$ cat src/rtl/ept_pkg.sv
// Shared types for the elapsed-time measurement slice.
// Holds the capture controller state encoding; widths stay local to each module.
package ept_pkg;

   typedef enum logic [1:0] {
      IDLE    = 2'd0,
      ARMED   = 2'd1,
      RUNNING = 2'd2,
      DONE    = 2'd3
   } capture_state_t;

endpackage

$ cat src/rtl/cycle_capture.sv
// Measurement controller beside the cycle counter: gates its enable, timestamps
// start/stop against its running value and hands elapsed counts to the host.
module cycle_capture
   import ept_pkg::*;
#(
   parameter int COUNTER_SIZE    = 40,
   parameter int MEAS_COUNT_SIZE = 16,
   parameter bit AUTO_REARM      = 1'b0
) (
   input  logic                       clock_i,
   input  logic                       reset_i,
   input  logic                       arm_i,
   input  logic                       start_i,
   input  logic                       stop_i,
   input  logic                       abort_i,
   input  logic                       clearLost_i,
   input  logic [COUNTER_SIZE-1:0]    counter_i,
   input  logic [COUNTER_SIZE-1:0]    timeout_i,
   output logic                       counterEnable_o,
   output logic [COUNTER_SIZE-1:0]    elapsed_o,
   output logic                       timedOut_o,
   output logic                       valid_o,
   input  logic                       ready_i,
   output logic                       busy_o,
   output logic                       lost_o,
   output logic [MEAS_COUNT_SIZE-1:0] measCount_o
);

   capture_state_t              state_q, state_d;
   logic [COUNTER_SIZE-1:0]     startStamp_q, startStamp_d;
   logic [COUNTER_SIZE-1:0]     elapsed_q, elapsed_d;
   logic                        timedOut_q, timedOut_d;
   logic                        lost_q, lost_d;
   logic [MEAS_COUNT_SIZE-1:0]  measCount_q, measCount_d;
   logic [COUNTER_SIZE-1:0]     diff;
   logic                        timeoutHit;

   // Modular subtraction absorbs counter wrap-around between start and now.
   assign diff       = counter_i - startStamp_q;
   assign timeoutHit = (timeout_i != '0) && (diff >= timeout_i);

   always_comb begin
      state_d      = state_q;
      startStamp_d = startStamp_q;
      elapsed_d    = elapsed_q;
      timedOut_d   = timedOut_q;
      measCount_d  = measCount_q;
      lost_d       = lost_q;

      unique case (state_q)
         IDLE: begin
            if (arm_i) state_d = ARMED;
         end
         ARMED: begin
            if (abort_i) begin
               state_d = IDLE;
            end else if (start_i && stop_i) begin
               elapsed_d  = '0;
               timedOut_d = 1'b0;
               state_d    = DONE;
            end else if (start_i) begin
               startStamp_d = counter_i;
               state_d      = RUNNING;
            end
         end
         RUNNING: begin
            if (abort_i) begin
               state_d = IDLE;
            end else if (stop_i) begin
               elapsed_d  = diff;
               timedOut_d = 1'b0;
               state_d    = DONE;
            end else if (timeoutHit) begin
               elapsed_d  = diff;
               timedOut_d = 1'b1;
               state_d    = DONE;
            end
         end
         DONE: begin
            if (abort_i) begin
               state_d = IDLE;
            end else if (ready_i) begin
               if (measCount_q != '1) measCount_d = measCount_q + 1'b1;
               state_d = AUTO_REARM ? ARMED : IDLE;
            end
         end
         default: state_d = IDLE;
      endcase

      // A clear and a new event in the same cycle leaves the flag set.
      if (clearLost_i) lost_d = 1'b0;
      if ((state_q == DONE) && (start_i || stop_i)) lost_d = 1'b1;
   end

   always_ff @(posedge clock_i) begin
      if (reset_i) begin
         state_q      <= IDLE;
         startStamp_q <= '0;
         elapsed_q    <= '0;
         timedOut_q   <= 1'b0;
         lost_q       <= 1'b0;
         measCount_q  <= '0;
      end else begin
         state_q      <= state_d;
         startStamp_q <= startStamp_d;
         elapsed_q    <= elapsed_d;
         timedOut_q   <= timedOut_d;
         lost_q       <= lost_d;
         measCount_q  <= measCount_d;
      end
   end

   // Status outputs decode straight from the state register.
   assign counterEnable_o = (state_q == ARMED) || (state_q == RUNNING);
   assign busy_o          = counterEnable_o;
   assign valid_o         = (state_q == DONE);
   assign elapsed_o       = elapsed_q;
   assign timedOut_o      = timedOut_q;
   assign lost_o          = lost_q;
   assign measCount_o     = measCount_q;

endmodule

$ cat config.mk
export PLATFORM = sky130hd
export DESIGN_NAME = cycle_capture
export DESIGN_NICKNAME = d
export VERILOG_FILES = /design/src/rtl/ept_pkg.sv /design/src/rtl/cycle_capture.sv
export SDC_FILE = /design/constraint.sdc
export NUM_CORES = 1
export LEC_CHECK = 0
export ABC_AREA = 1
export ABC_CLOCK_PERIOD_IN_PS = 5700
export CAP_MARGIN = 30
export CELL_PAD_IN_SITES_DETAIL_PLACEMENT = 1
export CELL_PAD_IN_SITES_GLOBAL_PLACEMENT = 1
export CORE_ASPECT_RATIO = 0.8
export CORE_MARGIN = 10
export CORE_UTILIZATION = 37
export DETAILED_ROUTE_END_ITERATION = 12
export PLACE_DENSITY = 0.87
export SETUP_SLACK_MARGIN = 0.05
export SLEW_MARGIN = 20
export SYNTH_ARGS = -nofsm -noshare
export SYNTH_HDL_FRONTEND = slang
export SYNTH_SLANG_ARGS = --single-unit
$ cat constraint.sdc
create_clock -name clock_i -period 5.7 [get_ports clock_i]
set_input_delay 1.71 -clock clock_i [delete_from_list [all_inputs] [get_ports clock_i]]
set_output_delay 1.71 -clock clock_i [all_outputs]
set_load 0.02 [all_outputs]
=== Word-level counts from Yosys, hierarchy flattened ===
Cells that the tools add are included.

* Output and inout port bits: 61
* Flip-flop bits (word level): 100

* $lt $le $gt $ge: 1
* Reductions and logical operators: 13
* Add/sub/neg operators: 2
* Bitwise gates (word level): 2
* Mux-type cells: 24
* Eq/ne operators: 12

{| class="wikitable"
|+ Operators by type and width
! operator !! number
|-
| $mux 40 || 5
|-
| $pmux 40 s2 || 1
|-
| $ge 40x40->1 || 1
|-
| $reduce_bool 40->1 || 1
|-
| $sub 40x40->40 || 1
|-
| $mux 2 || 9
|-
| $add 16x1->16 const B || 1
|-
| $ne 16x16->1 const B || 1
|-
| $reduce_and 4->1 || 3
|-
| $ne 2x2->1 const B || 4
|-
| $ne 4x4->1 const B || 2
|-
| $pmux 2 s4 || 1
|-
| $mux 1 || 7
|-
| $reduce_and 5->1 || 1
|-
| $eq 2x2->1 const B || 2
|-
| $reduce_bool 2->1 || 2
|-
| $logic_and 1x1->1 || 3
|-
| $ne 3x2->1 const B || 1
|-
| $ne 3x3->1 const B || 1
|-
| $eq 2x1->1 const B || 1
|-
| $logic_not 2->1 || 1
|-
| $logic_or 1x1->1 || 2
|-
| $not 1->1 || 2
|-
| $pmux 1 s2 || 1
|}

=== Longest topological paths before layout ===
* Word-level depth: 7
* Mapped depth: 31
* Gate-level depth less buffers: 30

=== Least setup slack after synthesis ===
OpenSTA, ideal clock, no wires.

* Kind: in2reg
* From: input counter_i[0]
* To: register elapsed_q[0] (netlist: elapsed_o[0])
* Arrival time: 4559 ps
* Stages on the path: 24
* Setup time: 112 ps
* Setup slack: 1029 ps
* Buffers on the path: 1
* Required time: 5588 ps
* Cells stage by stage: inv_1 -> ha_1 -> inv_1 -> fa_1 -> nand2_1 -> nand3_1 -> nand2_2 -> inv_2 -> nand2_1 -> nand3_1 -> or2_2 -> and2_1 -> ha_1 -> nand4_1 -> nor2_1 -> nand2_1 -> nand3b_1 -> nand4_1 -> nand2_2 -> nand2_1 -> buf_2 -> nand3_1 -> nand2_1 -> nor2_1

* Longest elaborated chain between the ends: 5
* Elaborated cells on any way between the ends: 9
* Classes of those cells: add/sub: 1; order compare: 1; eq/ne: 1; mux: 4; reduce/logical: 2

{| class="wikitable"
|+ RTL lines
! item !! line !! RTL
|-
| start: declaration || cycle_capture.sv:17 || <nowiki>input logic [COUNTER_SIZE-1:0] counter_i,</nowiki>
|-
| $sub 40x40->40 * || cycle_capture.sv:39 || <nowiki>assign diff = counter_i - startStamp_q;</nowiki>
|-
| $ge 40x40->1 or $mux 40 (tied branches) || cycle_capture.sv:40, cycle_capture.sv:73 ||
|-
| $logic_and 1x1->1 or $mux 40 (tied branches) || cycle_capture.sv:40, cycle_capture.sv:69 ||
|-
| $ne 3x3->1 (no source line) or $mux 40 (tied branches) || n/a ||
|-
| $reduce_and 5->1 (no source line) or $pmux 40 s2 (tied branches) || n/a ||
|-
| end signal: assignment || cycle_capture.sv:106 || <nowiki>elapsed_q <= elapsed_d;</nowiki>
|-
| end: declaration || cycle_capture.sv:31 || <nowiki>logic [COUNTER_SIZE-1:0] elapsed_q, elapsed_d;</nowiki>
|}

Every way passes the cells marked *; elsewhere a longest branch is shown, timed or not. The select of a mux whose other input is x is not followed.
A chain may end at the register's enable or synchronous reset.

=== Worst setup path after layout ===
* From: input counter_i[16]
* To: register elapsed_q[15] (netlist: elapsed_o[15])

* Longest elaborated chain between the ends: 5

{| class="wikitable"
|+ RTL lines
! item !! line !! RTL
|-
| $sub 40x40->40 || cycle_capture.sv:39 ||
|-
| $ge 40x40->1 || cycle_capture.sv:40 || <nowiki>assign timeoutHit = (timeout_i != '0) && (diff >= timeout_i);</nowiki>
|-
| $logic_and 1x1->1 || cycle_capture.sv:40 ||
|-
| $ne 3x3->1 (no source line) || n/a ||
|-
| $reduce_and 5->1 (no source line) || n/a ||
|}

No other way between the ends.

==> out/metrics.cfg <==
[power]
p_seq_share_pct=30.8
clockPowerShare_pct=23.5
ir_worst_vdd_uv=110
p_int_mw=1.53
netSwitchingPower_mw=1.07
combPwrFrac_pct=45.7
p_leak_nw=5.04
cellPowerDensity_nw_per_um2=240
switching_share_pct=41.0

[grt]
busiest_layer=met2
met1_usage_pct=30.1
grt_overflow=0
grt_use_met2_pct=35.4
grtUsageMet3_pct=3.44
grt_pass1_wl_um=52200
antenna_found_initial=0
grt_start_max_net_pins=79
groute.usage.overall_pct=21.9
grt_pass1_vias=9765

[sta]
worst_pin_slew_ps=711
slew_violations=0
fin_crit_ps=5450
max_slew_margin_pct=52.6
tns_ps=0
fmax_ghz=0.183
setup_viol=0
hold_viol=0
fin_skew_ps=10.7
fin_crit_sh_pct=95.7
rsz0062_at_grt=false

[flow_run]
drv_cap=0

[logic_synthesis]
postSynthAreaPerCell_um2=5.98
synth_area_um2=8550
ys_warn_count=0
ys_types=37
synth_seq_area_share_pct=23.4
syn_inst=1431
synth_nets=1604
ys_seq_elements=100

[setup_path]
end_kind=register
cp_slowest_cell=clkdlybuf4s50_1
cp.arrival_ps=5750
startpoint_type=primary input
crit_top_cell=nor2_1
path_delay_family=simple AND/OR/NAND/NOR gates
required_ps=6000
criticalPathCategory=in -> reg
r2r_slack_ps=1700
crit_path_max_incr_delay_ps=450
cp_max_fo=14
critPathBufInv=7

[routing]
wl_per_cell_um=17.6
detailedRoute.firstPassIterationCount=5
wl_um=33300
drt_iter0_markers=531
num_vias=9689
route.detailed.drc=0
viasPerCell=5.11
drtAntennaViolNets=0

[placement]
place_hpwl_um=28100
placed_cell_area_um2=10500
globalplace.congestion=0.940
dp.cells=1874
io_buffer_count=148

[clock_tree]
cts_max_path_buffers=2
root_buffer=clkbuf_16
cts_buffers=9
cts_tree=done
insertion_delay_ps=360
holdBufCountCts=0
htreeDepth=3
clk_pin_slew_ps=80
cts_sinks=100

[floorplan]
start_util_pct=37.8
std_cell_rows=49
design.core.area_um2=22600
die_h_um=156
fp.dieW_um=190
die_area_um2=29600
io_pins=149

[layout]
final_cell_area_um2=10800
fin_nets=1758
final_cells=1896
synthToLayoutAreaGrowth_pct=26.7
fin_util_pct=47.9
drive_gt1_share_pct=5.16
diodes=0

[worst_hold_path]
hp-class=reg -> reg

[run_status]
outcome=finished, final reports clean

-- worst min-delay path: stages, from the launching register on --
cell and delay, ps:
dfxtp_1 300, inv_1 60, a21oi_1 50
-- final timing paths --
check,to,depth (start not counted),from
worst max-delay path,elapsed_o[15],26,counter_i[16]
worst min-delay path,startStamp_q[7],2,startStamp_q[7]
worst max register to register,elapsed_o[15],25,startStamp_q[14]
worst min register to register,startStamp_q[7],2,startStamp_q[7]
-- cell usage in the layout, fill, tap and decap left out, types with 2 or more instances in the layout --
cell type	count
nand2_1	393
o21a_1	2
xnor2_1	4
clkdlybuf4s50_1	148
nor2_2	6
a21oi_1	99
inv_6	2
nand4_1	23
nand2_2	5
nor2_1	189
clkinvlp_4	2
buf_12	3
and2_1	23
o21ai_0	63
inv_2	4
dfxtp_1	100
a31oi_1	4
o21bai_1	9
a21o_1	4
nor3_1	5
buf_4	24
nand3_1	102
clkbuf_16	10
nand3b_1	6
or2_2	8
nor4_1	6
inv_1	227
xor2_1	15
nand3_2	5
ha_1	84
-- routing by layer --
metal	vias to the layer above	routed length, um
li1	4827	-
met2	239	14800
met3	29	1820
met1	4594	16300
met4	0	453
met5	-	0
-- power groups by stage --
stage	logic, mW	clock network (mW)	registers, mW
after floorplan	0.660	0	0.865
after global routing	1.32	0.656	0.810
after detailed placement	1.15	0	0.819
after CTS	1.16	0.629	0.803
final	1.19	0.610	0.801
after global placement	1.11	0	0.816
-- metrics by stage --
| stage | power [mW] | hold WS [ps] | setup slack, ps |
|---|---|---|---|
| after floorplan | 1.52 | 433 | 1030 |
| after global placement | 1.92 | 443 | 96.5 |
| after CTS | 2.59 | 461 | 309 |
| final | 2.60 | 456 | 247 |
| after global routing | 2.78 | 474 | 9.50 |
| after detailed placement | 1.97 | 449 | -54.2 |
-- layout make-up --
class	count	area (um^2)
clock buffers	9	225
clock inverters	7	57.6
fillers	3021	11800
inverters	231	867
multi-input cells	1065	5540
flip-flops and latches	100	2000
well taps	306	383
repair buffers	178	1760
-- what timing repair did --
action,CTS,global route
endpoints found under the setup margin,0,7
resized for setup,0,9
buffers inserted,0,4
-- sequential cells by signal (all words and copies together) (netlist names) --
register / cells
startStamp_q: 40
elapsed_o: 40
timedOut_o: 1
state_q: 2
measCount_o: 16
lost_o: 1
-- cells in the mapped netlist, drive strengths merged --
library cell  instances  area share, %
a31oi                 4           0.29
inv                 231             10
xor2                 15            1.5
nor4                  6           0.44
o21ba                 1           0.12
a21oi               100            5.9
dfxtp               100             23
nand3b                6           0.53
nand2               398             18
nand4                24            1.8
xnor2                 4           0.41
fa                    1           0.23
a21boi                1           0.22
clkbuf               21           0.92
nand3               107            6.4
o21bai                9           0.79
nor3                  5           0.29
o21ai                64            3.8
a21o                  5           0.45
or2                   8           0.59
o21a                  2           0.18
and2                 24            1.8
buf                  14            1.1
nor2                196            8.8
o22ai                 1          0.073
ha                   84             12
-- kinds of logic after synthesis --
kind of cell	share of synthesized area [%]
AND/OR/NAND/NOR	38.2
AO/OA/AOI/OAI	11.8
adder cells (fa/ha/maj)	12.5
XOR/XNOR	1.95
flip-flops	23.4
buffers and inverters	12.2
(Power assumes the default switching activity.)
